$ cat src/rtl/uart_tx_ctrl.sv
// UART transmit serializer fed by a first-word-fall-through TX FIFO, with its own baud-tick generator.
// Define UART_TX_PARITY_EN to add a parity bit (PARITY_ODD selects odd parity).
module uart_tx_ctrl #(
  parameter int DATA_WIDTH = 8,
  parameter int OVERSAMPLE = 16,
  parameter int SB_TICKS   = 16,
  parameter int DVSR_WIDTH = 11
`ifdef UART_TX_PARITY_EN
  ,
  parameter bit PARITY_ODD = 1'b0
`endif
) (
  input  logic                  clk,
  input  logic                  rst,
  input  logic [DVSR_WIDTH-1:0] dvsr,
  input  logic                  fifo_empty,
  input  logic [DATA_WIDTH-1:0] fifo_rd_data,
  output logic                  fifo_rd,
  output logic                  tx,
  output logic                  tx_busy,
  output logic                  tx_done_tick
);

  localparam int SMAX = (SB_TICKS > OVERSAMPLE) ? SB_TICKS : OVERSAMPLE;
  localparam int SW   = (SMAX > 2) ? $clog2(SMAX) : 1;
  localparam int NW   = (DATA_WIDTH > 2) ? $clog2(DATA_WIDTH) : 1;

`ifdef UART_TX_PARITY_EN
  typedef enum logic [2:0] {IDLE, START, DATA, PARITY, STOP} state_t;
`else
  typedef enum logic [2:0] {IDLE, START, DATA, STOP} state_t;
`endif

  state_t                state_reg, state_next;
  logic [DVSR_WIDTH-1:0] cnt_reg;
  logic [SW-1:0]         s_reg, s_next;
  logic [NW-1:0]         n_reg, n_next;
  logic [DATA_WIDTH-1:0] shift_reg, shift_next;
  logic                  tx_reg, tx_next;
  logic                  tick;
  logic                  rd_next;
  logic                  done_next;
`ifdef UART_TX_PARITY_EN
  logic                  par_reg;
`endif

  // >= rather than == so a smaller dvsr written mid-count never wraps the counter
  assign tick = (state_reg != IDLE) && (cnt_reg >= dvsr);

  always_ff @(posedge clk) begin
    if (rst) begin
      state_reg <= IDLE;
      cnt_reg   <= '0;
      s_reg     <= '0;
      n_reg     <= '0;
      shift_reg <= '0;
      tx_reg    <= 1'b1;
`ifdef UART_TX_PARITY_EN
      par_reg   <= 1'b0;
`endif
    end else begin
      state_reg <= state_next;
      s_reg     <= s_next;
      n_reg     <= n_next;
      shift_reg <= shift_next;
      tx_reg    <= tx_next;
      if (state_reg == IDLE || tick)
        cnt_reg <= '0;
      else
        cnt_reg <= cnt_reg + 1'b1;
`ifdef UART_TX_PARITY_EN
      if (rd_next)
        par_reg <= (^fifo_rd_data) ^ PARITY_ODD;
`endif
    end
  end

  always_comb begin
    state_next = state_reg;
    s_next     = s_reg;
    n_next     = n_reg;
    shift_next = shift_reg;
    rd_next    = 1'b0;
    done_next  = 1'b0;
    case (state_reg)
      IDLE: begin
        if (!fifo_empty) begin
          rd_next    = 1'b1;
          shift_next = fifo_rd_data;
          s_next     = '0;
          n_next     = '0;
          state_next = START;
        end
      end
      START: begin
        if (tick) begin
          if (s_reg == SW'(OVERSAMPLE - 1)) begin
            s_next     = '0;
            state_next = DATA;
          end else begin
            s_next = s_reg + 1'b1;
          end
        end
      end
      DATA: begin
        if (tick) begin
          if (s_reg == SW'(OVERSAMPLE - 1)) begin
            s_next     = '0;
            shift_next = shift_reg >> 1;
            if (n_reg == NW'(DATA_WIDTH - 1)) begin
`ifdef UART_TX_PARITY_EN
              state_next = PARITY;
`else
              state_next = STOP;
`endif
            end else begin
              n_next = n_reg + 1'b1;
            end
          end else begin
            s_next = s_reg + 1'b1;
          end
        end
      end
`ifdef UART_TX_PARITY_EN
      PARITY: begin
        if (tick) begin
          if (s_reg == SW'(OVERSAMPLE - 1)) begin
            s_next     = '0;
            state_next = STOP;
          end else begin
            s_next = s_reg + 1'b1;
          end
        end
      end
`endif
      STOP: begin
        if (tick) begin
          if (s_reg == SW'(SB_TICKS - 1)) begin
            done_next  = 1'b1;
            s_next     = '0;
            state_next = IDLE;
          end else begin
            s_next = s_reg + 1'b1;
          end
        end
      end
      default: state_next = IDLE;
    endcase
  end

  // tx is registered from the line level of the state being entered
  always_comb begin
    tx_next = 1'b1;
    case (state_next)
      START:   tx_next = 1'b0;
      DATA:    tx_next = shift_next[0];
`ifdef UART_TX_PARITY_EN
      PARITY:  tx_next = par_reg;
`endif
      default: tx_next = 1'b1;
    endcase
  end

  assign fifo_rd      = rd_next & ~rst;
  assign tx_done_tick = done_next & ~rst;
  assign tx_busy      = (state_reg != IDLE);
  assign tx           = tx_reg;

endmodule

$ cat config.mk
export PLATFORM = sky130hd
export DESIGN_NAME = uart_tx_ctrl
export DESIGN_NICKNAME = d
export VERILOG_FILES = /design/src/rtl/uart_tx_ctrl.sv
export SDC_FILE = /design/constraint.sdc
export NUM_CORES = 1
export LEC_CHECK = 0
export CAP_MARGIN = 20
export CORE_ASPECT_RATIO = 0.6
export CORE_UTILIZATION = 54
export CTS_CLUSTER_DIAMETER = 150
export DETAILED_ROUTE_END_ITERATION = 8
export HOLD_SLACK_MARGIN = 0.02
export PLACE_DENSITY = 0.91
export SLEW_MARGIN = 0
export SYNTH_ARGS = -nofsm -noshare
export SYNTH_HDL_FRONTEND = slang
export SYNTH_SLANG_ARGS = --single-unit
$ cat constraint.sdc
create_clock -name clk -period 2.76 [get_ports clk]
set_input_delay 0.552 -clock clk [delete_from_list [all_inputs] [get_ports clk]]
set_output_delay 0.552 -clock clk [all_outputs]
set_load 0.05 [all_outputs]
==> flow_summary_export.csv <==
group,metric,value,unit
placed_design,placedCellCount,279,
route,wire_per_inst,16.8,um
synth,synth_fp_nets,245,
finish,antenna_cells,0,
finish,layout-drive-gt1-share,23.0,%
global_routing,grt_pass1_wl,7.07,mm
route,wl,4.87,mm
finish,largest_reg_flops,11,
global_routing,grt_pass1_vias,1564,
power,leakagePower,0.979,nW
worst_hold_path,min_to,"n_reg[1]",
placed_design,dpl.hpwl,3.02,mm
power,pwr_density_cell,387,nW/um2
critical_path,cp.arrival,2.15,ns
route,ant_nets,0,
critical_path,timing.rr.end,"shift_reg[1]",
outcome,outcome,"finished with violations",
synth,synth.distinct_cells,50,
floorplanning,dieArea,3480,um2
route,num_vias,1798,
floorplanning,core,2980,um2
synth,syn_area,1750,um2
sta,period_share,97.9,%
sta,slew_viol_final,0,
critical_path,worstSetupPathType,"primary input to output pin",
critical_path,start_kind,"primary input",
floorplanning,num_rows,15,
placed_design,gp_congestion,0.864,
power,total_power,0.922,mW
synth,synth-edff-count,0,
power,ir_drop,251,uV
finish,final_cells,290,
global_routing,grt_max_degree,18,
floorplanning,initial_core_util,58.7,%
clocking,clkLatencyLatePin,0.29,ns
synth,postSynthCellCount,208,
outcome,violations,"design-rule violations",
clocking,cts_tree,"built",
critical_path,critPathMaxFanout,2,
clocking,cts_hold_buf,0,
critical_path,ff2ff_path_depth,8,
job,cap_violations,0,
clocking,cts_sinks,30,
sta,fmax,370,MHz
floorplanning,die_x,75.5,um
route,drt_iter0_drc,309,
global_routing,track_usage,28.9,%
worst_hold_path,min_path_cells,2,
finish,seqCellArea,601,um2
clocking,clk_pin_slew,0.06,ns
finish,syn_to_final_growth,36.1,%
finish,multi_input_area,1200,um2
route,drc,1,
critical_path,reg2reg_from,"cnt_reg[5]",
floorplanning,io-pin-count,26,
placed_design,port_buffers,25,
route,viasPerCell,6.20,
critical_path,rrSetupSlack,0.30,ns
sta,hold_ws,0.483,ns
sta,skew,0.00742,ns
sta,final-setup-viol-count,0,
clocking,numCtsBuffers,5,
finish,final_nets,285,
synth,async_flop_share,0,%
global_routing,antenna_found_initial,0,
sta,hold_violations,0,
floorplanning,die_y,46.1,um
synth,ys_warn_count,0,
clocking,clock-root-buffer,"clkbuf_8",
clocking,cts_buffer_depth,2,
synth,ys_seq_area_share,34.3,%
route,dr.pass1.iters,8,
critical_path,critPathRequiredTime,2.21,ns
sta,finalCriticalPeriod,2.70,ns
worst_hold_path,hp-start,"n_reg[1]",
critical_path,endpoint_kind,"output pin",
synth,synth-seq-cells,30,
clocking,cts.htree.levels,2,
global_routing,gr-total-overflow,0,
finish,fill_cells,166,
worst_hold_path,min_path_type,"flip-flop to flip-flop",
synth,ys.flop_type,"dfxtp_1",
synth,avgSynthCellArea,8.42,um2
==> metal layers <==
layer  track usage, %  up-vias  part of all wire (%)
li1                 -      835                     -
met1             39.0      818                    45
met2             43.2      124                    43
met3             8.97       21                   9.8
met4             11.5        0                   2.5
met5                0        -                     0
==> power by group <==
| group | internal [mW] | total [mW] | switching, mW |
|---|---|---|---|
| Combinational | 0.0673 | 0.137 | 0.0692 |
| Clock | 0.169 | 0.334 | 0.165 |
| Sequential | 0.442 | 0.452 | 0.00926 |
| Total | 0.678 | 0.922 | 0.244 |
==> area by class of cell <==
class / count / share of cell area [%]
clock buffer: 5 / 2.89
clock inverter: 2 / 0.420
inverter: 13 / 2.05
multi-input combinational: 156 / 50.5
sequential: 30 / 25.2
tap: 42 / 2.20
timing repair buffer: 42 / 16.7
==> layout by cell type, fill, tap and decap left out, types with 3 or more instances in the layout <==
master / netlist / routed
xor2_1: 8 / 8
and3_1: 6 / 6
ha_4: 0 / 9
dfxtp_1: 30 / 30
nand3_1: 14 / 14
clkdlybuf4s50_1: 0 / 12
nor2_1: 25 / 25
a31oi_1: 4 / 3
dlygate4sd2_1: 0 / 7
ha_1: 15 / 6
o21ai_0: 6 / 5
and2_1: 3 / 3
buf_4: 1 / 17
a21oi_1: 13 / 13
inv_1: 13 / 4
inv_2: 0 / 9
nor3_1: 4 / 3
nand2_1: 11 / 11
clkbuf_8: 0 / 5
nand4_1: 3 / 3
a222oi_1: 6 / 6
==> through the flow <==
step	worst slack, ns	instance area, um2	setup TNS (ns)	utilization, %
final	0.0593	2380	0	79.9
after global routing	-0.0242	2380	-0.0242	79.9
after CTS	0.0468	2330	0	78.2
after detailed placement	-0.254	2120	-1.39	71.1
after global placement	-0.227	2120	-0.941	71.1
after floorplan	0.0503	1760	0	-
==> worst max-delay path, cell delays in order <==
cell           delay (ns)
dlygate4sd2_1        0.21
inv_2                0.04
ha_4                 0.26
nand4_1              0.21
o31ai_4              0.34
o21ai_2              0.11
nor3_2               0.24
clkbuf_16            0.20
==> cell families (layout without fill, tap and decap cells) <==
kind of cell | after synthesis | count (layout) | share of synthesized area (%)
other cells | 1 | 1 | 0.214
flops | 30 | 30 | 34.3
simple gates | 80 | 80 | 23.0
mux | 2 | 2 | 1.14
buf+inv | 22 | 62 | 5.93
compound gates | 49 | 49 | 20.2
xor+xnor | 9 | 9 | 4.50
fa+ha+maj | 15 | 15 | 10.7
==> repair_timing <==
item	CTS	global route
hold endpoints to repair	0	0
pin swaps	11	5
setup buffers	4	0
gates cloned	0	0
resized for setup	29	10
setup endpoints to repair	1	1
==> worst max path at each step <==
stage,startpoint,end,cells after the start
after floorplan,dvsr[2],tx_done_tick,7
after global placement,dvsr[2],tx_done_tick,9
after detailed placement,dvsr[2],tx_done_tick,9
after CTS,dvsr[0],tx_done_tick,8
after global routing,dvsr[5],tx_done_tick,8
final,dvsr[5],tx_done_tick,8
==> cell usage after synthesis (all sizes together) (3+ instances only) <==
| library cell | number | area [um2] |
|---|---|---|
| a21oi | 13 | 65.1 |
| a222oi | 6 | 60.1 |
| a31oi | 4 | 25.0 |
| and2 | 3 | 18.8 |
| and3 | 6 | 37.5 |
| buf | 6 | 43.8 |
| clkbuf | 3 | 11.3 |
| dfxtp | 30 | 601 |
| ha | 15 | 188 |
| inv | 13 | 48.8 |
| nand2 | 11 | 41.3 |
| nand3 | 14 | 70.1 |
| nand4 | 3 | 18.8 |
| nor2 | 27 | 111 |
| nor3 | 4 | 20.0 |
| o21ai | 7 | 35.0 |
| or2 | 3 | 18.8 |
| xor2 | 8 | 70.1 |
Power figures use the tool's default switching activity.
